$ cat src/rtl/biriscv_decode_queue_pkg.sv
// rtl/biriscv_decode_queue_pkg.sv - shared field layout for the decode queue
package biriscv_decode_queue_pkg;

  localparam int WORD_W  = 32;
  localparam int PKT_W   = 64;
  localparam int PC_HI_W = 29;

  typedef struct packed {
    logic [PKT_W-1:0]   instr;
    logic [PC_HI_W-1:0] pc_hi;
    logic [1:0]         pred;
    logic [1:0]         mask;
    logic               fault_fetch;
    logic               fault_page;
  } entry_t;

  typedef struct packed {
    logic              valid;
    logic [WORD_W-1:0] instr;
    logic [31:0]       pc;
    logic              pred;
    logic              fault_fetch;
    logic              fault_page;
  } slot_t;

  // A faulting packet keeps only its first live half so the fault issues alone.
  function automatic logic [1:0] entry_mask(input logic pc2, input logic pred0,
                                            input logic fault);
    logic lo;
    logic hi;
    lo = !pc2;
    hi = !(lo && pred0);
    if (fault) return lo ? 2'b01 : 2'b10;
    return {hi, lo};
  endfunction

  function automatic slot_t make_slot(input entry_t e, input logic half);
    slot_t s;
    s.valid       = 1'b1;
    s.instr       = half ? e.instr[PKT_W-1:WORD_W] : e.instr[WORD_W-1:0];
    s.pc          = {e.pc_hi, half, 2'b00};
    s.pred        = e.pred[half];
    s.fault_fetch = e.fault_fetch;
    s.fault_page  = e.fault_page;
    return s;
  endfunction

endpackage

$ cat src/rtl/biriscv_decode_queue.sv
// rtl/biriscv_decode_queue.sv - fetch packet queue presenting two in-order instructions
module biriscv_decode_queue
  import biriscv_decode_queue_pkg::*;
#(
  parameter int DEPTH = 4
) (
  input  logic        clk_i,
  input  logic        rst_i,
  input  logic        flush_i,
  input  logic        in_valid_i,
  input  logic [63:0] in_instr_i,
  input  logic [31:0] in_pc_i,
  input  logic [1:0]  in_pred_i,
  input  logic        in_fault_fetch_i,
  input  logic        in_fault_page_i,
  output logic        in_accept_o,
  output logic        out0_valid_o,
  output logic [31:0] out0_instr_o,
  output logic [31:0] out0_pc_o,
  output logic        out0_pred_o,
  output logic        out0_fault_fetch_o,
  output logic        out0_fault_page_o,
  output logic        out1_valid_o,
  output logic [31:0] out1_instr_o,
  output logic [31:0] out1_pc_o,
  output logic        out1_pred_o,
  output logic        out1_fault_fetch_o,
  output logic        out1_fault_page_o,
  input  logic        out0_accept_i,
  input  logic        out1_accept_i
);

  localparam int PTR_W = $clog2(DEPTH);
  localparam int CNT_W = PTR_W + 1;

  entry_t             entries_q [DEPTH];
  entry_t             entries_d [DEPTH];
  logic [PTR_W-1:0]   rd_ptr_q, rd_ptr_d;
  logic [PTR_W-1:0]   wr_ptr_q, wr_ptr_d;
  logic [CNT_W-1:0]   count_q, count_d;

  logic [PTR_W-1:0]   nxt_ptr;
  entry_t             head, nxt;
  logic               s0_valid, s0_half, s0_fault;
  logic               s1_head, s1_next, s1_valid, s1_half;
  slot_t              slot0, slot1;
  logic               push, pop0, pop1, retire0, retire1;
  logic [1:0]         head_mask_n, nxt_mask_n, retire_n;
  logic               unused_pc_bits;

  assign unused_pc_bits = ^in_pc_i[1:0];
  assign in_accept_o    = (count_q != CNT_W'(DEPTH));

  always_comb begin
    nxt_ptr  = rd_ptr_q + PTR_W'(1);
    head     = entries_q[rd_ptr_q];
    nxt      = entries_q[nxt_ptr];
    s0_valid = (count_q != '0);
    s0_half  = ~head.mask[0];
    s0_fault = head.fault_fetch | head.fault_page;
    s1_head  = !s0_half && head.mask[1];
    s1_next  = !s1_head && (count_q >= CNT_W'(2));
    s1_valid = s0_valid && !s0_fault && (s1_head || s1_next);
    s1_half  = s1_head ? 1'b1 : ~nxt.mask[0];
    slot0    = s0_valid ? make_slot(head, s0_half) : '0;
    slot1    = s1_valid ? make_slot(s1_head ? head : nxt, s1_half) : '0;
  end

  assign out0_valid_o       = slot0.valid;
  assign out0_instr_o       = slot0.instr;
  assign out0_pc_o          = slot0.pc;
  assign out0_pred_o        = slot0.pred;
  assign out0_fault_fetch_o = slot0.fault_fetch;
  assign out0_fault_page_o  = slot0.fault_page;
  assign out1_valid_o       = slot1.valid;
  assign out1_instr_o       = slot1.instr;
  assign out1_pc_o          = slot1.pc;
  assign out1_pred_o        = slot1.pred;
  assign out1_fault_fetch_o = slot1.fault_fetch;
  assign out1_fault_page_o  = slot1.fault_page;

  always_comb begin
    entries_d   = entries_q;
    rd_ptr_d    = rd_ptr_q;
    wr_ptr_d    = wr_ptr_q;
    count_d     = count_q;
    head_mask_n = head.mask;
    nxt_mask_n  = nxt.mask;
    pop0        = out0_accept_i && s0_valid;
    pop1        = pop0 && out1_accept_i && s1_valid;
    push        = in_valid_i && in_accept_o;

    if (pop0) head_mask_n[s0_half] = 1'b0;
    if (pop1) begin
      if (s1_head) head_mask_n[1] = 1'b0;
      else         nxt_mask_n[s1_half] = 1'b0;
    end
    if (s0_valid) entries_d[rd_ptr_q].mask = head_mask_n;
    if (pop1 && !s1_head) entries_d[nxt_ptr].mask = nxt_mask_n;

    // The second entry can only empty when out1 drew from it and the head emptied too.
    retire0  = s0_valid && (head_mask_n == 2'b00);
    retire1  = retire0 && pop1 && !s1_head && (nxt_mask_n == 2'b00);
    retire_n = {1'b0, retire0} + {1'b0, retire1};
    rd_ptr_d = rd_ptr_q + PTR_W'(retire_n);

    if (push) begin
      entries_d[wr_ptr_q].instr       = in_instr_i;
      entries_d[wr_ptr_q].pc_hi       = in_pc_i[31:3];
      entries_d[wr_ptr_q].pred        = in_pred_i;
      entries_d[wr_ptr_q].mask        = entry_mask(in_pc_i[2], in_pred_i[0],
                                                   in_fault_fetch_i | in_fault_page_i);
      entries_d[wr_ptr_q].fault_fetch = in_fault_fetch_i;
      entries_d[wr_ptr_q].fault_page  = in_fault_page_i;
      wr_ptr_d = wr_ptr_q + PTR_W'(1);
    end
    count_d = count_q + CNT_W'(push) - CNT_W'(retire_n);

    if (flush_i) begin
      for (int i = 0; i < DEPTH; i++) entries_d[i].mask = 2'b00;
      rd_ptr_d = '0;
      wr_ptr_d = '0;
      count_d  = '0;
    end
  end

  always_ff @(posedge clk_i) begin
    if (rst_i) begin
      for (int i = 0; i < DEPTH; i++) entries_q[i] <= '0;
      rd_ptr_q <= '0;
      wr_ptr_q <= '0;
      count_q  <= '0;
    end else begin
      entries_q <= entries_d;
      rd_ptr_q  <= rd_ptr_d;
      wr_ptr_q  <= wr_ptr_d;
      count_q   <= count_d;
    end
  end

endmodule

$ cat config.mk
export PLATFORM = sky130hd
export DESIGN_NAME = biriscv_decode_queue
export DESIGN_NICKNAME = d
export VERILOG_FILES = /design/src/rtl/biriscv_decode_queue_pkg.sv /design/src/rtl/biriscv_decode_queue.sv
export SDC_FILE = /design/constraint.sdc
export NUM_CORES = 1
export LEC_CHECK = 0
export ABC_AREA = 1
export BUFFER_PORTS_ARGS = -buffer_cell sky130_fd_sc_hd__buf_2
export CORE_UTILIZATION = 40
export DETAILED_ROUTE_END_ITERATION = 8
export PLACE_DENSITY = 0.65
export SYNTH_ARGS = -nofsm -noshare
export SYNTH_HDL_FRONTEND = slang
export SYNTH_SLANG_ARGS = --single-unit
$ cat constraint.sdc
create_clock -name clk_i -period 9.2 [get_ports clk_i]
set_clock_uncertainty 0.05 [all_clocks]
set_input_delay 0.92 -clock clk_i [delete_from_list [all_inputs] [get_ports clk_i]]
set_output_delay 0.92 -clock clk_i [all_outputs]
set_load 0.01 [all_outputs]
==> results of run 1 <==
## worst paths after layout
path             startpoint        endpoint  slack (ns)  cells after the start
min reg2reg  entries_q[286]  entries_q[286]        0.41                      2
min          entries_q[286]  entries_q[286]        0.41                      2
max             rd_ptr_q[0]     out1_pred_o        2.28                     11
max reg2reg     rd_ptr_q[0]      count_q[2]        3.34                     19
## worst register-to-register path: stages, from the launching register on
cell	delay (ns)
sky130_fd_sc_hd__dfxtp_4	0.95
sky130_fd_sc_hd__buf_4	0.99
sky130_fd_sc_hd__buf_4	0.87
sky130_fd_sc_hd__o21ai_0	0.21
sky130_fd_sc_hd__nand2_1	0.11
sky130_fd_sc_hd__nand2_1	0.11
sky130_fd_sc_hd__nor2_2	0.23
sky130_fd_sc_hd__nand3_1	0.19
sky130_fd_sc_hd__nand2_1	0.15
sky130_fd_sc_hd__nand2_1	0.06
sky130_fd_sc_hd__nor2_1	0.12
sky130_fd_sc_hd__ha_1	0.27
sky130_fd_sc_hd__ha_1	0.27
sky130_fd_sc_hd__inv_1	0.05
sky130_fd_sc_hd__ha_1	0.13
sky130_fd_sc_hd__inv_1	0.06
sky130_fd_sc_hd__fa_1	0.44
sky130_fd_sc_hd__xnor2_1	0.15
sky130_fd_sc_hd__or2_2	0.27
sky130_fd_sc_hd__a21oi_1	0.12
## layout by cell type, fill, tap and decap left out, drive strengths merged
master      n
a31oi       2
clkbuf     74
dfxtp     403
o211ai      6
nand4       3
fa          1
clkinvlp    1
a311oi     33
diode       4
nand3      21
inv       426
nand2     439
conb        4
buf       262
clkinv      7
a211oi      2
or2         2
xnor2       2
bufinv      2
o22ai      33
a221oi     66
a21oi     695
o21ai     687
ha         17
nor2      172
a22oi      29
## sequential cells by signal, indices dropped and copies added (netlist names)
signal	flops
count_q	3
wr_ptr_q	2
entries_q	396
rd_ptr_q	2
## power by group
part | leakage, nW | internal (mW) | total [mW] | switching (mW)
combinational | 5.44 | 0.488 | 1.67 | 1.18
clock | 0.756 | 1.12 | 1.88 | 0.757
sequential | 3.28 | 1.85 | 1.91 | 0.0603
total | 9.48 | 3.46 | 5.46 | 2.00
## per-layer routing
| layer | part of all wire | wire, microns | track usage |
|---|---|---|---|
| met1 | 0.47 | 33600 | 0.352 |
| met2 | 0.44 | 31500 | 0.386 |
| met3 | 0.069 | 4950 | 0.0429 |
| met4 | 0.024 | 1700 | 0.0684 |
| met5 | 0.00057 | 41 | 0 |
## synth_stat cells (all sizes together), types with 2 or more instances
cell and count:
nand4 3, a22oi 29, clkbuf 185, o22ai 33, or2 2, nand2 439, a21oi 695, dfxtp 403
a211oi 2, nand3 21, nor2 172, inv 426, a311oi 33, a221oi 66, xnor2 2, o211ai 6
ha 17, buf 114, a31oi 2, o21ai 687
## per-stage QoR
step	worst slack, ns	power [mW]	instance area [sq um]	hold slack [ns]	cells
finish	2.28	5.46	24800	0.408	4089
CTS	2.33	5.48	24700	0.410	4085
floorplan	5.09	3.13	22200	0.386	3343
detailed placement	3.00	3.60	23200	0.401	4002
global route	1.97	5.77	24700	0.427	4087
global placement	3.00	3.59	23200	0.398	4002
## kinds of logic (layout without fill, tap and decap cells)
logic type,after synthesis,after routing
buf+inv,726,772
fa+ha+maj,18,18
simple gates,637,637
xor+xnor,2,2
compound gates,1553,1553
flops,403,403
other cells,1,8
## area by class of cell
cell class | instances | area (sq um)
diodes | 4 | 10.0
clock inverters | 9 | 97.6
multi-input cells | 2214 | 11300
fillers | 5739 | 29500
flip-flops and latches | 403 | 8080
repair buffers | 262 | 1380
clock buffers | 74 | 1440
inverters | 427 | 1620
well taps | 696 | 871
==> run summary, run 1 <==
The run finished with clean final reports. Counting every instance in the synthesized netlist gives 3,340. The data arrival time of the critical path is 5.95 ns, and the number of detailed-route iterations in the first pass is 5. The detail route stage leaves a number of antenna-violating nets equal to 0. The critical path endpoint category is a primary output.

The clock-pin slew on the worst setup and hold paths works out to 0.06 ns. The full die area came out at 56,300 sq um. The top cell type's share of synthesized area was 0.364; the fraction of the mapped netlist area in compound gates was 0.382. Entering global routing, the biggest net connects 191 pins. Power spread over the standard cell area amounts to 221 nW/um^2. Endpoint required time on the critical path: 8.23 ns. The routed layout has 22,185 vias. The analysis attributes to cell leakage a power of 9.48 nW. The buffer and inverter count on the worst path is 5, and the highest attainable clock frequency is 144 MHz. The tools report the sink count of the clock tree as 403. Synthesis inferred 403 register bits. The routed design has 71,700 microns of wire.

Buffers placed on the I/O ports in this run total 236. Worst hold path class: reg -> reg. After detailed routing, the average wire length per cell comes to 17.5 microns. The largest total area in the synthesized netlist belongs to sky130_fd_sc_hd__dfxtp_1. The worst slew margin relative to its limit is 0.242. The arithmetic-cell share of the synthesized area counting full adders, half adders and majority gates works out to 0.0105. The initial core utilization was 0.409.

The final weighted congestion in routability-driven placement was 0.860. Among all flip-flop cells after synthesis, the most frequent one is sky130_fd_sc_hd__dfxtp_1. The tools report the number of cells upsized or downsized after cts as 0. The final critical delay including setup and external delays is 6.92 ns. After detailed routing, the number of remaining DRC violations is 0. The number of max-cap violations is 0, and the slew at the pin closest to its max-slew limit is 1.14 ns.

The fraction of layout cells with a size suffix above 1 was 0.113; the number of buffers added to fix hold violations after cts was 0. The die span in y works out to 237 microns. Broken down by cell family, the worst path's largest delay share belongs to buffers and inverters.

The final cycle utilization of the critical path is 0.752. From synthesis to final layout, the design area changed by 11.7%. The count of flip-flops with a built-in enable after synthesis was 0. The element type at the critical path start was a flip-flop.

The final number of max-transition violations was 0; the total of warnings raised by yosys was 0. The logs give 1,826 for the count of routing violations after the opening detailed-route iteration and 3 for the buffer levels on the longest clock path. The share of synthesized registers carrying an async set or reset is 0, and the xor-xnor portion of the synthesized cell area is 0.000790.

Setup repair after global routing left no endpoint under its margin. For the worst-skew pair, the clock arrives at the later sink with an insertion delay of 0.58 ns. TritonCTS built the clock tree.

The longest individual stage delay on the worst path works out to 0.95 ns. Dividing the detail-routed via count by the number of cells gives 5.43. After synthesis, the cell types taking the most area are sky130_fd_sc_hd__dfxtp_1 36%, sky130_fd_sc_hd__a21oi_1 16%, sky130_fd_sc_hd__o21ai_0 15%.

Setup violations remaining at the end of the flow were counted as 0. The setup path with the least slack is of type reg -> out. The multiplexer area fraction after synthesis was 0; the number of distinct library cells after synthesis was 34.

The area fraction in and, or, nand and nor cells after synthesis was 0.111; the area of the placeable core was 54,200 sq um. The final cell utilization of the core is 0.456, and the post-CTS setup buffer count is 0. Number of nets at the end of the flow: 3,478. After global routing the overflow that remains totals 0.

The maximum fanout encountered on the critical timing path is 115. Counting stages on the worst path, the most repeated cell is sky130_fd_sc_hd__buf_4. The wire length of the first global-routing pass came out at 112,000 microns. Among all stages on the critical path, the largest delay is contributed by sky130_fd_sc_hd__dfxtp_4.

The tools report the sequential cell area fraction in the yosys report as 0.364. Number of failing hold endpoints at the final stage: 0. The cell area that synthesis handed to floorplanning was 22,200 sq um. Clock tree synthesis inserted a total of 46 buffers. IR analysis of the VDD net gives a maximum drop of 0.133 mV.

The tools report the initial antenna violation count as 13. The tree is rooted in a sky130_fd_sc_hd__clkbuf_16. By area, the combinational part of the netlist is dominated by compound AO/OA/AOI/OAI gates. The number of global-route vias before repair was 19,822.

After synthesis, the mean cell area works out to 6.63 sq um. The H-tree was split into 2 levels. The width of the die is 237 microns, and the floorplan row count is 85.

The signal on the critical path passes through buf_4 > nand2_1 > nand3_1 > nand2_1 > nand2_4 > buf_4 > inv_4 > nor2_4 > buf_4 > a221oi_1 > buf_2. 243 I/O pins were placed. Setup total negative slack on the finished layout was measured at 0 ns. The logs give 42,500 microns for the HPWL after detailed placement and 0.249 for the overall fraction of global-route tracks in use.
No activity file was read; power rests on OpenSTA's default activity.
==> run 2: changes to the inputs <==
Settings changed: ABC_AREA 1 to 0.
Clock period 9.2 ns to 7 ns, I/O delays scaled along.
==> run summary, run 2 <==
The flow ran to the end, and the final reports show no timing, DRC or antenna violations. First element of the critical path: rd_ptr_q[1]. The HPWL after detailed placement is 38,900 microns (-8.5%).

The fraction of layout cells with a size suffix above 1 is 0.234 (+0.121). The timing endpoint of the critical path was out1_instr_o[2]. The number of global-route vias before repair was 19,148 (-3.4%); the final weighted congestion in routability-driven placement was 0.823 (-4.3%). Number of max-cap violations: 0 (unchanged). The wire length of the first global-routing pass came out at 109,000 microns (-3.0%). Number of failing hold endpoints at the final stage: 0 (unchanged). Setup repair after global routing left no endpoint under its margin.

The longest individual stage delay on the worst path works out to 0.85 ns (-0.10 ns). STA classifies the critical path endpoint as a primary output. The via count of the routed design was 19,065 (-14%); the full die area was 55,300 sq um (-1.8%).

The worst setup path is of the reg -> out kind. Leaving out fill and tap cells, the most frequent cells in the layout are 812 x sky130_fd_sc_hd__nand2_1, 397 x sky130_fd_sc_hd__dfxtp_1, 385 x sky130_fd_sc_hd__a21oi_1. The final number of max-transition violations is 0 (unchanged), and the final cycle utilization of the critical path is 0.737.

For the initial core utilization, the log shows 0.404 (-0.00419). The library cell occupying the most area in the post-synthesis netlist is sky130_fd_sc_hd__dfxtp_1. The final cell utilization of the core is 0.459 (+0.00240), and the clock-pin slew on the worst setup and hold paths is 0.06 ns (about the same). Count of routing violations after the opening detailed-route iteration: 1,672 (-8.4%).

The area of the placeable core was 53,800 sq um (-0.78%). In this run the critical register-to-register path is launched from rd_ptr_q[1]. The number of buffers added on ports was 236 (unchanged); the number of distinct library cells after synthesis was 46 (+35%). The smallest clock period supported by the final layout is computed as 5.16 ns. The share of synthesized registers carrying an async set or reset is 0 (unchanged). By count the netlist is led by 813 x sky130_fd_sc_hd__nand2_1, 403 x sky130_fd_sc_hd__dfxtp_1, 385 x sky130_fd_sc_hd__a21oi_1. The clock root buffer is sky130_fd_sc_hd__clkbuf_16. The cell count after synthesis is 2,473 (-26%). For this design, the slowest cell found on the critical path is sky130_fd_sc_hd__ha_4. The count of flip-flops with a built-in enable after synthesis works out to 0 (unchanged). Power per cell area: 304 nW/um^2 (+38%). The logs give 0 (unchanged) for the number of buffers added to fix hold violations after cts and 0.250 (+0.00100) for the overall fraction of global-route tracks in use. The worst register-to-register path ends at count_q[2]. The run gives 0 (unchanged) as the total congestion overflow. For the endpoint required time on the critical path, the log shows 6.25 ns (-1.98 ns). By area the synthesized netlist is led by sky130_fd_sc_hd__dfxtp_1 37%, sky130_fd_sc_hd__mux4_2 17%, sky130_fd_sc_hd__nand2_1 14%. The TritonCTS buffer count was 47 (+2.2%). For the post-CTS setup buffer count, the log shows 0 (unchanged). The buffer levels on the longest clock path came out at 3 (unchanged). The largest registers in the layout are entries_q: 396 flops, count_q: 3 flops. Commonest register cell after synthesis: sky130_fd_sc_hd__dfxtp_1. The top cell type's share of synthesized area was 0.371 (+0.00668); the worst ir drop on vdd was 0.189 mV (+42%). The flip-flop and latch area was 8080 sq um (about the same).

STA classifies the critical path startpoint as a flip-flop. The run gives 0 (unchanged) as the count of unresolved DRC violations after routing. The tools report the number of detailed-route iterations in the first pass as 5 (unchanged). The tools report the insertion delay of the later-clocked pin in the worst-skew pair as 0.58 ns (about the same). The tools report the post-synthesis cell area as 21,800 sq um (-1.8%). The maximum fanout encountered on the critical timing path was 36 (-69%); the sequential cell area fraction in the yosys report was 0.371 (+0.00668).

The total of warnings raised by yosys was 0 (unchanged). The average via count per standard cell came out at 5.78 (+6.5%). Worst reg-to-reg path cell count: 14 (-5).

Worst hold path class: in -> reg. The number of cells on the worst hold path is 3 (+1), and the summed negative setup slack over all endpoints is 0 ns (unchanged). For the data arrival time of the critical path, the log shows 4.41 ns (-1.54 ns). The library cell used most frequently in the layout, excluding fill and tap cells, is sky130_fd_sc_hd__nand2_1.

For the sink count of the clock tree, the log shows 403 (unchanged). The average wire per standard cell came out at 21.3 microns (+21%). The number of cells upsized or downsized after cts came out at 0 (unchanged). For this run, the top clock speed supported by timing is 194 MHz. The tools report the static leakage as 8.04 nW (-15%). The largest register by flop count was entries_q. The area overhead of the layout relative to synthesis is 13.4%, and the number of I/O pins is 243 (unchanged). The run gives 5,206 (-9.3%) as the filler cell count in the final layout. The signal on the critical path passes through inv_1 > ha_4 > buf_4 > mux4_2 > a211oi_1 > buf_2. The minimum setup slack among reg-to-reg paths came out at 2.24 ns (-1.10 ns). The flip-flop count of the largest register after layout came out at 396 (unchanged). The number of nets at the end of the flow was 2,686 (-23%); the setup-violating endpoint count in the final report was 0 (unchanged). The slew at the pin closest to its max-slew limit is 1.10 ns (-0.0356 ns). The width of the die works out to 235 microns (-0.90%). By instance count, the leading cell after synthesis is sky130_fd_sc_hd__nand2_1. TritonCTS built the clock tree. The floorplan row count was 85 (unchanged). The tools report the number of H-tree levels as 2 (unchanged). For the remaining antenna violation count after routing, the log shows 0 (unchanged). The pin count of the biggest net entering global routing was 173 (-9.4%). The initial antenna violation count is 12 (-1). Mean cell area of the mapped netlist: 8.80 sq um (+33%).

The area of the multi-input gates was 12,600 sq um (+12%). Register bit total from synthesis: 403 (unchanged). The tools report the final wirelength as 70,300 microns (-2.0%).

The tools report the worst slew margin relative to its limit as 0.266 (+0.0237). The die span in y was 235 microns (-0.90%).
[run 2: cell count changes in the layout (fill, tap and decap cells not counted), moves of 165 or more]
cell	previous run	this run
sky130_fd_sc_hd__nand2_1	432	812
sky130_fd_sc_hd__o21ai_0	679	2
sky130_fd_sc_hd__a21oi_1	695	385
sky130_fd_sc_hd__mux2i_1	0	165
sky130_fd_sc_hd__mux4_2	0	166
sky130_fd_sc_hd__inv_1	418	10
[run 2: cells by family after synthesis]
group / share of synthesized area
buffers and inverters: 0.0551
muxes: 0.248
other: 0.000172
and+or+nand+nor: 0.187
AOI/OAI and AO/OA: 0.127
xor gates and xnor gates: 0.00201
DFF: 0.371
adders and majority gates: 0.0107
[run 2: how the worst min path moves through the flow]
stage                   startpoint        endpoint  slack, ns
detailed placement  entries_q[232]  entries_q[232]       0.41
CTS                 in_instr_i[12]  entries_q[245]       0.30
global route        in_instr_i[36]  entries_q[170]       0.32
floorplan           entries_q[133]  entries_q[133]       0.39
finish              in_instr_i[62]  entries_q[394]       0.34
global placement     entries_q[33]   entries_q[33]       0.40
[run 2: layout make-up]
cell class | instances | share of cell area
multi-input cells | 1841 | 0.509
flip-flops and latches | 403 | 0.327
clock buffers | 65 | 0.0571
repair buffers | 258 | 0.0554
well taps | 696 | 0.0353
clock inverters | 21 | 0.0139
inverters | 11 | 0.00167
diodes | 6 | 0.000608
[run 2: stage by stage]
step | cells | instance area [sq um] | total power [mW] | setup WS (ns) | hold WS, ns
after floorplan | 2476 | 21800 | 4.10 | 3.41 | 0.393
after global placement | 3209 | 22900 | 4.74 | 2.20 | 0.399
after detailed placement | 3209 | 22900 | 4.78 | 2.21 | 0.410
after CTS | 3295 | 24700 | 7.55 | 1.77 | 0.303
after global routing | 3298 | 24700 | 7.81 | 1.62 | 0.324
final | 3301 | 24700 | 7.50 | 1.84 | 0.336
[run 2: layer usage]
layer / routed length, microns / vias to the layer above / part of all wire / track usage
met4: 1690 / 10 / 0.024 / 0.0875
li1: - / 8709 / - / -
met2: 34600 / 774 / 0.49 / 0.426
met3: 5370 / 143 / 0.076 / 0.0341
met1: 28600 / 9429 / 0.41 / 0.324
met5: 51 / - / 0.00073 / 0
[run 2: critical path: cells and delay by family (launching register included)]
kind / cells / cell delay, ns
compound gates: 1 / 0.46
buf+inv: 3 / 1.22
fa+ha+maj: 1 / 0.85
flops: 1 / 0.81
mux: 1 / 0.40
[run 2: where the power goes]
| group | switching (mW) | leakage [nW] | internal (mW) |
|---|---|---|---|
| sequential | 0.156 | 3.27 | 2.43 |
| clock | 1.02 | 0.852 | 1.74 |
| combinational | 1.38 | 3.92 | 0.780 |
| total | 2.55 | 8.04 | 4.95 |
